**config.mk**
```make
export PLATFORM = sky130hd
export DESIGN_NAME = counter_share_arbiter_flat
export DESIGN_NICKNAME = d
export VERILOG_FILES = /design/src/rtl/counter_share_arbiter_pkg.sv /design/src/rtl/counter_share_arbiter_if.sv /design/src/rtl/counter_share_arbiter_rr_arbiter.sv /design/src/rtl/counter_share_arbiter.sv /design/src/flat_wrapper.sv
export SDC_FILE = /design/constraint.sdc
export NUM_CORES = 1
export LEC_CHECK = 0
export CAP_MARGIN = 10
export CORE_ASPECT_RATIO = 1.1
export CORE_UTILIZATION = 30
export CTS_CLUSTER_DIAMETER = 80
export DETAILED_ROUTE_END_ITERATION = 6
export PLACE_DENSITY = 0.6
export SYNTH_ARGS = -nofsm -noshare
export SYNTH_HDL_FRONTEND = slang
export SYNTH_SLANG_ARGS = --single-unit
```
**constraint.sdc**
```tcl
create_clock -name clk -period 2.4 [get_ports clk]
set_input_delay 0.24 -clock clk [delete_from_list [all_inputs] [get_ports clk]]
set_output_delay 0.24 -clock clk [all_outputs]
set_load 0.02 [all_outputs]
```
**src/rtl/counter_share_arbiter_pkg.sv**
```systemverilog
// Shared types and defaults for the counter-sharing arbiter.
// Holds the job FSM encoding and a one-hot to index helper.
package counter_share_arbiter_pkg;

    localparam int unsigned DefNreq = 2;
    localparam int unsigned DefW    = 4;
    localparam int unsigned DefLW   = 4;
    localparam int unsigned MaxNreq = 8;

    typedef enum logic [2:0] {
        StIdle,
        StLoad,
        StRun,
        StSample,
        StDone
    } state_e;

    // Index of the set bit; returns 0 for an all-zero vector.
    function automatic int unsigned onehot_idx(input logic [MaxNreq-1:0] v);
        int unsigned idx;
        idx = 0;
        for (int unsigned i = 0; i < MaxNreq; i++) begin
            if (v[i]) begin
                idx = i;
            end
        end
        return idx;
    endfunction

endpackage

```
**src/rtl/counter_share_arbiter_if.sv**
```systemverilog
// Requester-side bus of the counter-sharing arbiter: job requests in,
// grants, done pulses and the captured result out.
interface counter_share_arbiter_if
    import counter_share_arbiter_pkg::*;
#(
    parameter int unsigned NREQ = DefNreq,
    parameter int unsigned W    = DefW,
    parameter int unsigned LW   = DefLW
);

    logic [NREQ-1:0]    req;
    logic [NREQ*W-1:0]  start_val;
    logic [NREQ*LW-1:0] run_len;
    logic [NREQ-1:0]    gnt;
    logic [NREQ-1:0]    done;
    logic [W-1:0]       result;
    logic               busy;

    modport master (
        output req,
        output start_val,
        output run_len,
        input  gnt,
        input  done,
        input  result,
        input  busy
    );

    modport slave (
        input  req,
        input  start_val,
        input  run_len,
        output gnt,
        output done,
        output result,
        output busy
    );

endinterface

```
**src/rtl/counter_share_arbiter_rr_arbiter.sv**
```systemverilog
// Round-robin arbiter: combinational one-hot pick starting at the pointer;
// the pointer moves past the finished winner when advance is strobed.
module rr_arbiter
    import counter_share_arbiter_pkg::*;
#(
    parameter int unsigned NREQ = DefNreq
) (
    input  logic            clk,
    input  logic            rstn,
    input  logic [NREQ-1:0] req,
    input  logic            advance,
    input  logic [NREQ-1:0] adv_gnt,
    output logic [NREQ-1:0] gnt
);

    localparam int unsigned PW = $clog2(NREQ);

    logic [PW-1:0] ptr_q, ptr_d;

    always_comb begin
        int unsigned j;
        logic [PW-1:0] j_idx;
        logic found;
        gnt   = '0;
        found = 1'b0;
        j     = 0;
        j_idx = '0;
        for (int unsigned i = 0; i < NREQ; i++) begin
            j = 32'(ptr_q) + i;
            if (j >= NREQ) begin
                j = j - NREQ;
            end
            j_idx = PW'(j);
            if (!found && req[j_idx]) begin
                gnt[j_idx] = 1'b1;
                found      = 1'b1;
            end
        end
    end

    always_comb begin
        int unsigned nxt;
        nxt = onehot_idx(MaxNreq'(adv_gnt)) + 32'd1;
        if (nxt >= NREQ) begin
            nxt = 0;
        end
        ptr_d = PW'(nxt);
    end

    always_ff @(posedge clk or negedge rstn) begin
        if (!rstn) begin
            ptr_q <= '0;
        end else if (advance) begin
            ptr_q <= ptr_d;
        end
    end

endmodule

```
**src/rtl/counter_share_arbiter.sv**
```systemverilog
// Shares one loadable free-running counter among NREQ requesters: each job
// loads S, runs L cycles, samples S+L through the counter's output enable.
module counter_share_arbiter
    import counter_share_arbiter_pkg::*;
#(
    parameter int unsigned NREQ = DefNreq,
    parameter int unsigned W    = DefW,
    parameter int unsigned LW   = DefLW
) (
    input  logic                   clk,
    input  logic                   rstn,
    counter_share_arbiter_if.slave bus,
    output logic                   cnt_ld,
    output logic [W-1:0]           cnt_loadin,
    output logic                   cnt_oe,
    input  logic [W-1:0]           cnt_dout
);

    state_e          state_q, state_d;
    logic [NREQ-1:0] gnt_q, gnt_d;
    logic [W-1:0]    s_q, s_d;
    logic [LW-1:0]   len_q, len_d;
    logic [LW-1:0]   rem_q, rem_d;
    logic [W-1:0]    result_q, result_d;
    logic [NREQ-1:0] arb_gnt;
    logic            arb_adv;

    rr_arbiter #(
        .NREQ (NREQ)
    ) u_arb (
        .clk     (clk),
        .rstn    (rstn),
        .req     (bus.req),
        .advance (arb_adv),
        .adv_gnt (gnt_q),
        .gnt     (arb_gnt)
    );

    always_comb begin
        state_d  = state_q;
        gnt_d    = gnt_q;
        s_d      = s_q;
        len_d    = len_q;
        rem_d    = rem_q;
        result_d = result_q;
        arb_adv  = 1'b0;
        unique case (state_q)
            StIdle: begin
                if (|bus.req) begin
                    gnt_d = arb_gnt;
                    for (int unsigned i = 0; i < NREQ; i++) begin
                        if (arb_gnt[i]) begin
                            s_d   = bus.start_val[i*W +: W];
                            len_d = bus.run_len[i*LW +: LW];
                        end
                    end
                    state_d = StLoad;
                end
            end
            StLoad: begin
                rem_d   = len_q;
                state_d = (len_q != '0) ? StRun : StSample;
            end
            StRun: begin
                rem_d = rem_q - 1'b1;
                if (rem_q == LW'(1)) begin
                    state_d = StSample;
                end
            end
            StSample: begin
                result_d = cnt_dout;
                state_d  = StDone;
            end
            StDone: begin
                gnt_d   = '0;
                arb_adv = 1'b1;
                state_d = StIdle;
            end
            default: begin
                state_d = StIdle;
            end
        endcase
    end

    always_ff @(posedge clk or negedge rstn) begin
        if (!rstn) begin
            state_q  <= StIdle;
            gnt_q    <= '0;
            s_q      <= '0;
            len_q    <= '0;
            rem_q    <= '0;
            result_q <= '0;
        end else begin
            state_q  <= state_d;
            gnt_q    <= gnt_d;
            s_q      <= s_d;
            len_q    <= len_d;
            rem_q    <= rem_d;
            result_q <= result_d;
        end
    end

    // Outputs decode only from state and registers; no path from req.
    assign cnt_ld     = (state_q == StLoad);
    assign cnt_oe     = (state_q == StSample);
    assign cnt_loadin = s_q;
    assign bus.gnt    = gnt_q;
    assign bus.done   = gnt_q & {NREQ{state_q == StDone}};
    assign bus.result = result_q;
    assign bus.busy   = (state_q != StIdle);

endmodule
```
**src/flat_wrapper.sv**
```systemverilog
// flat-port wrapper written by rule: the top's interface ports become plain ports
module counter_share_arbiter_flat import counter_share_arbiter_pkg::*;
#(
    parameter int unsigned NREQ = DefNreq,
    parameter int unsigned W    = DefW,
    parameter int unsigned LW   = DefLW
)
  (clk, rstn, cnt_ld, cnt_loadin, cnt_oe, cnt_dout, bus_req, bus_start_val, bus_run_len, bus_gnt, bus_done, bus_result, bus_busy);
  counter_share_arbiter_if #(.NREQ(NREQ), .W(W), .LW(LW)) bus_i ();
  input  logic clk;
  input  logic rstn;
  output logic cnt_ld;
  output logic [W-1:0] cnt_loadin;
  output logic cnt_oe;
  input  logic [W-1:0] cnt_dout;
  input wire logic [$bits(bus_i.req)-1:0] bus_req;
  input wire logic [$bits(bus_i.start_val)-1:0] bus_start_val;
  input wire logic [$bits(bus_i.run_len)-1:0] bus_run_len;
  output wire logic [$bits(bus_i.gnt)-1:0] bus_gnt;
  output wire logic [$bits(bus_i.done)-1:0] bus_done;
  output wire logic [$bits(bus_i.result)-1:0] bus_result;
  output wire logic [$bits(bus_i.busy)-1:0] bus_busy;
  assign bus_i.req = bus_req;
  assign bus_i.start_val = bus_start_val;
  assign bus_i.run_len = bus_run_len;
  assign bus_gnt = bus_i.gnt;
  assign bus_done = bus_i.done;
  assign bus_result = bus_i.result;
  assign bus_busy = bus_i.busy;
  counter_share_arbiter #(.NREQ(NREQ), .W(W), .LW(LW)) u_core (.clk(clk), .rstn(rstn), .bus(bus_i), .cnt_ld(cnt_ld), .cnt_loadin(cnt_loadin), .cnt_oe(cnt_oe), .cnt_dout(cnt_dout));
endmodule
```
# ---- Yosys cells after proc, flatten, opt, wreduce, memory -nomap -nowiden
# Index checks and enable logic that the tools add are counted.
dict set report op_classes {
  add_sub_neg 5
  magnitude_cmp 7
  eq_ne 7
  n_mux 27
  n_bitwise 2
  n_reduce_logical 14
}
# cell count
set ops {}
lappend ops {{two-way mux 4 bit} 4}
lappend ops {{two-way mux 1 bit} 13}
lappend ops {{case mux 3 bit (4 select lines)} 1}
lappend ops {{case mux 4 bit (2 select lines)} 1}
lappend ops {{== test 3 x 2 -> 1 bit (second input constant)} 2}
lappend ops {{two-way mux 2 bit} 3}
lappend ops {{two-way mux 3 bit} 2}
lappend ops {{nonzero test 2 bit} 3}
lappend ops {{adder 1 x 1 -> 2 bit (second input constant)} 2}
lappend ops {{== test 4 x 1 -> 1 bit (second input constant)} 1}
lappend ops {{greater-or-equal comparator 2 bit (second input constant)} 2}
lappend ops {{< comparator 1 x 2 -> 1 bit (second input constant)} 2}
lappend ops {{inequality test 2 x 1 -> 1 bit (second input constant)} 2}
lappend ops {{case mux 2 bit (2 select lines)} 1}
lappend ops {{AND reduction 2 bit} 2}
lappend ops {{nonzero test 4 bit} 1}
lappend ops {{subtractor 4 x 1 -> 4 bit (second input constant)} 1}
lappend ops {{== test 3 x 1 -> 1 bit (second input constant)} 1}
lappend ops {{== test 3 bit (second input constant)} 1}
lappend ops {{logical AND 1 bit} 3}
lappend ops {{zero test 3 bit} 1}
lappend ops {{AND reduction 3 bit} 1}
lappend ops {{nonzero test 3 bit} 1}
lappend ops {{AND 2 bit} 1}
lappend ops {{7 further kinds} 10}
dict set report totals {
  ff_bits 22
  input_bits 24
  out_inout_bits 15
  elab_cells 69
}

# ---- Logic depth before layout (Yosys ltp)
# Gate-level depths: netlist of the first run.
dict set report depth {
  word_depth 11
  depth_mapped 5
}

# ---- Modules after synthesis
# From an unflattened synthesis of the first run, not the netlist that was laid out.
dict set report unflattened {
  hier_cells 123
  hier_area_um2 1229.9
}
# module n_inst cells_per_inst area_each_um2 seq_area_each_um2
set modules_own_cells {}
lappend modules_own_cells {counter_share_arbiter 1 117 1177.4 525.5}
lappend modules_own_cells {rr_arbiter 1 6 52.6 25.0}

# ---- Worst setup path after synthesis of the first run
# Ideal clock, no wire load.
dict set report synth_timing {
  path_kind {register to register}
  from {register u_core.state_q[2]}
  to {register u_core.result_q[0], in the netlist u_core.bus.result[0]}
  t_arrival_ps 1276
  required_time_ps 2275
  path_slack_ps 999
  stages_incl_launch_ff 5
  n_path_buf 1
  period_less_slack_ps 1401
  path_cell_list {dfrtp_1 buf_2 nand2b_1 nor2_4 mux2_2}
}
dict set report synth_between {
  elab_chain_cells 1
}
# element line
set synth_rtl {}
lappend synth_rtl {{from (decl)} counter_share_arbiter.sv:19} ;# state_e state_q, state_d;
lappend synth_rtl {{from (signal assigned)} counter_share_arbiter.sv:87} ;# state_q <= StIdle;
lappend synth_rtl {{from (signal assigned)} counter_share_arbiter.sv:94} ;# state_q <= state_d;
lappend synth_rtl {{== test 3 x 2 -> 1 bit} n/a}
lappend synth_rtl {{named net cnt_oe} flat_wrapper.sv:14} ;# output logic cnt_oe;
lappend synth_rtl {{to (signal assigned)} counter_share_arbiter.sv:99} ;# result_q <= result_d;
lappend synth_rtl {{to (decl)} counter_share_arbiter.sv:24} ;# logic [W-1:0] result_q, result_d;
# The timed path passes the listed nets, and every way through them passes these cells.
# A chain may end at the register's enable or synchronous reset.

# ---- Final worst setup path of the first run
dict set report layout_timing {
  from {register u_core.state_q[1]}
  to {output port bus_done[1]}
}
dict set report layout_between {
  elab_chain_cells 2
}
# element line
set layout_rtl {}
lappend layout_rtl {{== test 3 bit} counter_share_arbiter.sv:108} ;# assign bus.done = gnt_q & {NREQ{state_q == StDone}};
lappend layout_rtl {{AND 2 bit} counter_share_arbiter.sv:108}
lappend layout_rtl {{to (decl)} flat_wrapper.sv:20} ;# output wire logic [$bits(bus_i.done)-1:0] bus_done;
# No other way between the ends.

==> results of run 1 <==
registers in the layout, summed over array words and instances, names as in the netlist:
register            cells
u_core.bus.gnt          2
u_core.bus.result       4
u_core.cnt_loadin       4
u_core.len_q            4
u_core.rem_q            4
u_core.state_q          3
u_core.u_arb.ptr_q      1
worst register-to-register path, cell delays in order (launching register included):
cell and delay [ns]:
dfrtp_1 0.50, inv_1 0.10, ha_1 0.30, nor3b_1 0.14, a211o_1 0.28, a22oi_1 0.16
synth_stat cells, types with 2 or more instances:
cell type / instances
dfrtp_1: 22
buf_6: 3
a211o_1: 2
nand2_1: 3
inv_1: 6
clkbuf_1: 2
ha_1: 2
nor3b_1: 2
nor2_1: 7
mux2_2: 4
o21ai_0: 14
o211ai_1: 2
a31oi_1: 9
nor2b_1: 3
and3_1: 3
buf_2: 4
nand3b_1: 8
a21oi_1: 10
power groups by stage:
stage | clock [mW] | combinational (mW) | sequential [mW]
3_3_place_gp | 0 | 1.16 | 0.759
4_1_cts | 0.234 | 1.19 | 0.761
3_5_place_dp | 0 | 1.18 | 0.764
6_report | 0.226 | 1.18 | 0.762
5_1_grt | 0.251 | 1.30 | 0.801
2_1_floorplan | 0 | 0.731 | 0.805
logic make-up after synthesis:
kind of cell	count (synthesis)	synth area share (%)
DFF	22	43.8
adders and majority gates	2	1.99
muxes	5	4.38
and+or+nand+nor	39	21.6
AOI/OAI and AO/OA	43	20.8
xor gates and xnor gates	1	0.697
buffers and inverters	15	6.67
routing by layer:
metal  GRT usage [%]  routed length [µm]  vias up
li1                -                   -      545
met1            17.5                1350      520
met2            23.5                1410       27
met3            3.76                 160        5
met4            5.56                  35        0
met5               0                   0        -
layout make-up:
class,instances,area (µm²)
multi-input cells,90,622
flip-flops and latches,22,551
well taps,52,65.1
repair buffers,44,425
clock buffers,3,41.3
inverters,6,22.5
fillers,402,2270
worst min-delay path by stage:
stage | from | to | depth (start not counted) | slack [ns]
6_report | rstn | u_core.cnt_loadin[3]$_DFFE_PN0P_ | 2 | 0.32
5_1_grt | rstn | u_core.rem_q[1]$_DFFE_PN0P_ | 2 | 0.34
4_1_cts | rstn | u_core.rem_q[0]$_DFFE_PN0P_ | 2 | 0.33
3_5_place_dp | u_core.bus.result[3]$_DFFE_PN0P_ | u_core.bus.result[3]$_DFFE_PN0P_ | 1 | 0.50
3_3_place_gp | u_core.bus.result[3]$_DFFE_PN0P_ | u_core.bus.result[3]$_DFFE_PN0P_ | 1 | 0.49
2_1_floorplan | rstn | u_core.bus.gnt[0]$_DFFE_PN0P_ | 0 | -0.06
==> run summary, run 1 <==
Max-slew violation count = 0
Clk sink count = 22
Hold bufs inserted after CTS = 0
Final nets = 193
I/O Buffers = 38
CTS clk-pin slew, worst paths = 0.08 ns
Register area share after synthesis = 43.8%
RSZ-0062 raised after global routing = false
CTS tree = done
Post-synth ARST share = 100%
Yosys warns = 0
RePlAce Congestion = 0.723
Power consumption = 2.16 mW
Antenna Nets Post-Route = 0
CP bufs+invs = 1
Setup-failing EPs final = 0
Final wirelength = 2950 µm
First-pass GRT wire length = 4970 µm
Worst EP arrival = 2.02 ns
Total number of vias = 1,097
GRT Total Usage = 14.2%
Clock share of power = 10.5%
Root Driver = clkbuf_8
Switch share = 41.8%
Largest net degree at the start of global routing = 23
Die Wd = 63.7 µm
Max Cap Viol = 0
Average cell area after synthesis = 9.89 µm²
Worst path cell trace = nor2_1 > and3_1 > clkdlybuf4s50_1
Reg-to-Reg Start = u_core.rem_q[0]$_DFFE_PN0P_
N_diodes = 0
CP max-delay cell = clkdlybuf4s50_1
Syn Std Cell Area = 1260 µm²
CTS Buf Count = 3
FP Rows = 24
Final worst setup slack = 0.144 ns
CORE AREA = 3990 µm²
Overflow after GRT = 0
Clk_lat worst skew = 0.26 ns
Area contributors post-synth = dfrtp_1 (44%), o21ai_0 (5.6%), nand3b_1 (4.8%)
Seq pwr share = 35.2%
Clk buf depth = 2
Power Density = 1250 nW/µm²
Commonest non-fill, non-tap cells in the layout = clkdlybuf4s50_1 (38), dfrtp_1 (22), o21ai_0 (14)
Dominant cell type by area after synthesis = dfrtp_1
CP max FO = 11
Min Hold Slack = 0.322 ns
Outcome = completed
Vias in the first global route = 1,127
Setup repair bufs after CTS = 0
Layout Utilization = 43.2%
Crit path from = u_core.state_q[1]$_DFFE_PN0P_
Area share of the largest cell type after synthesis = 43.8%
Prevailing post-synth register cell = dfrtp_1
Unique masters post-synth = 39
R2R cell count = 5
Yosys reg bits = 22
Gate power share = 54.4%
Net Sw Power = 905 µW
Die span in y = 69.9 µm
Non-filler cells, final = 217
Initial core utilization = 31.5%
CP required = 2.16 ns
Dpl cells = 214
R2r setup slk = 0.84 ns
Slew headroom = 72.8%
Worst setup SP type = register
F_max = 0.443 GHz
1st-iter DRT viols = 36
Delay-heaviest family, CP = simple AND/OR/NAND/NOR gates
Hpwl dp = 2270 µm
Final Instance Area = 1730 µm²
Residual DRC = 0
Crit share post-route = 94.0%
Wire per inst = 13.6 µm
Initial antenna violation count = 0
Setup CP Type = register to primary output
Max stage delay on crit path = 0.60 ns
Hold Path Class = input pin to asynchronous set/reset pin
Tmin final = 2.26 ns
Syn Inst Count = 127
Area of the die = 4450 µm²
Commonest non-fill, non-tap cell in the layout = clkdlybuf4s50_1
Layout cells sized above 1 = 10.9%
Area post-placement = 1690 µm²
Via density = 5.06
FF-to-FF End = u_core.rem_q[1]$_DFFE_PN0P_
VDD IR max = 459 µV
I/O pin total = 39
Place WS = 0.443 ns
Syn_nets = 153
EDFF count, synth = 0
Crit. End Element = primary output
Leakage = 0.678 nW
Setup crit end = bus_done[1]
Cell count along the critical path = 3
Area Growth Syn to Fin = 37.5%
Final Hold Fails = 0
Max Clock Skew = 0.00175 ns
Worst-Margin Slew = 0.408 ns
Drt first pass iters = 4
Total negative slack = 0 ns
Post-CTS sizing = 0
Int Power = 1.26 mW
H-tree Lvls = 1
Power figures use the tool's default switching activity.
==> inputs of run 2 (changes only) <==
- CORE_UTILIZATION: 30 -> 25
- PLACE_DENSITY: 0.6 -> 0.52
==> run 2 against run 1 <==
  * First-iteration DRC count decreased by 5.6%
  * Sequential power grew 0.5%
  * Hold slack got worse by 0.0070 ns
  * Count of clock-buffer cells in the layout is the same
  * Cell area is 2.0% higher
  * Clock power is 54% higher
  * Critical endpoint is now cnt_oe
  * Largest power group unchanged
==> run summary, run 2 (same netlist as run 1, synthesis figures left out) <==
Crit. End Element = primary output
Wire per inst = 13.5 µm
Via density = 5.03
Power consumption = 2.30 mW
Worst-Margin Slew = 0.411 ns
CTS tree = done
VDD IR max = 450 µV
Hpwl dp = 2260 µm
Post-CTS sizing = 0
Clk sink count = 22
Worst EP arrival = 1.95 ns
Max-slew violation count = 0
Crit share post-route = 91.1%
CTS clk-pin slew, worst paths = 0.08 ns
CP required = 2.16 ns
R2r setup slk = 0.84 ns
Max Cap Viol = 0
Vias in the first global route = 1,093
Final Hold Fails = 0
Min Hold Slack = 0.315 ns
Area post-placement = 1690 µm²
Final wirelength = 2990 µm
R2R cell count = 4
Clk_lat worst skew = 0.26 ns
I/O Buffers = 38
Final nets = 193
Largest net degree at the start of global routing = 23
Total negative slack = 0 ns
Hold bufs inserted after CTS = 0
Commonest non-fill, non-tap cells in the layout = clkdlybuf4s50_1 (38), dfrtp_1 (22), o21ai_0 (14)
Initial antenna violation count = 0
Dpl cells = 218
Place WS = 0.507 ns
Commonest non-fill, non-tap cell in the layout = clkdlybuf4s50_1
Die Wd = 69.6 µm
Antenna Nets Post-Route = 0
Drt first pass iters = 4
Hold Path Class = input pin to asynchronous set/reset pin
RSZ-0062 raised after global routing = false
Max Clock Skew = 0.00167 ns
Reg-to-Reg Start = u_core.state_q[1]$_DFFE_PN0P_
Setup CP Type = register to primary output
CTS Buf Count = 3
Layout Utilization = 37.1%
RePlAce Congestion = 0.769
Setup-failing EPs final = 0
Tmin final = 2.19 ns
Root Driver = clkbuf_8
Fillers = 476
Outcome = completed
Overflow after GRT = 0
Leakage = 0.692 nW
Worst setup SP type = register
Clk buf depth = 2
Layout cells sized above 1 = 11.4%
Residual DRC = 0
H-tree Lvls = 1
Non-filler cells, final = 222
Setup repair bufs after CTS = 0
1st-iter DRT viols = 34
Power Density = 1310 nW/µm²
First-pass GRT wire length = 5020 µm
Initial core utilization = 26.4%
N_diodes = 0
Die span in y = 76.3 µm
Area of the die = 5310 µm²
F_max = 0.457 GHz
FP Rows = 26
CP max FO = 11
Final Instance Area = 1760 µm²
I/O pin total = 39
Slew headroom = 72.6%
FF-to-FF End = u_core.cnt_loadin[0]$_DFFE_PN0P_
Area Growth Syn to Fin = 40.2%
Total number of vias = 1,116
GRT Total Usage = 11.7%
CORE AREA = 4750 µm²
Final worst setup slack = 0.214 ns
==> run 2: cell types whose count changed in the layout (fill, tap and decap cells not counted), sizes merged <==
| cell | before | now |
|---|---|---|
| bufinv | 0 | 1 |
==> run 2: layout make-up <==
class | count | area (µm²) | area share, %
multi-input cells | 90 | 622 | 35.3
flip-flops and latches | 22 | 551 | 31.2
repair buffers | 44 | 425 | 24.1
well taps | 56 | 70.1 | 3.98
clock buffers | 3 | 41.3 | 2.34
clock inverters | 1 | 30.0 | 1.70
inverters | 6 | 22.5 | 1.28
==> run 2: how the worst max path moves through the flow <==
stage,start,end,slack [ns]
after floorplan,u_core.state_q[2]$_DFFE_PN0P_,u_core.bus.result[0]$_DFFE_PN0P_,1.0
after global routing,u_core.state_q[1]$_DFFE_PN0P_,cnt_oe,0.12
final,u_core.state_q[1]$_DFFE_PN0P_,cnt_oe,0.21
after detailed placement,u_core.state_q[1]$_DFFE_PN0P_,cnt_oe,0.51
after global placement,u_core.state_q[1]$_DFFE_PN0P_,cnt_oe,0.54
after CTS,u_core.state_q[1]$_DFFE_PN0P_,cnt_oe,0.20
==> run 2: where the power goes <==
group	leakage, nW	internal, mW	switching [mW]
clock network	0.0357	0.223	0.124
logic	0.401	0.595	0.592
registers	0.255	0.561	0.205
==> run 2: critical path, cell delays in order, from the launching register on <==
cell             delay (ns)
dfrtp_1                0.60
inv_1                  0.24
nor2_4                 0.21
clkdlybuf4s50_1        0.63
==> run 2: metal layers <==
layer,vias to the layer above,GRT usage [%],wire [µm]
met2,31,19.3,1420
met4,0,4.90,38
li1,542,-,-
met1,539,15.3,1420
met5,-,0,0
met3,4,1.59,120
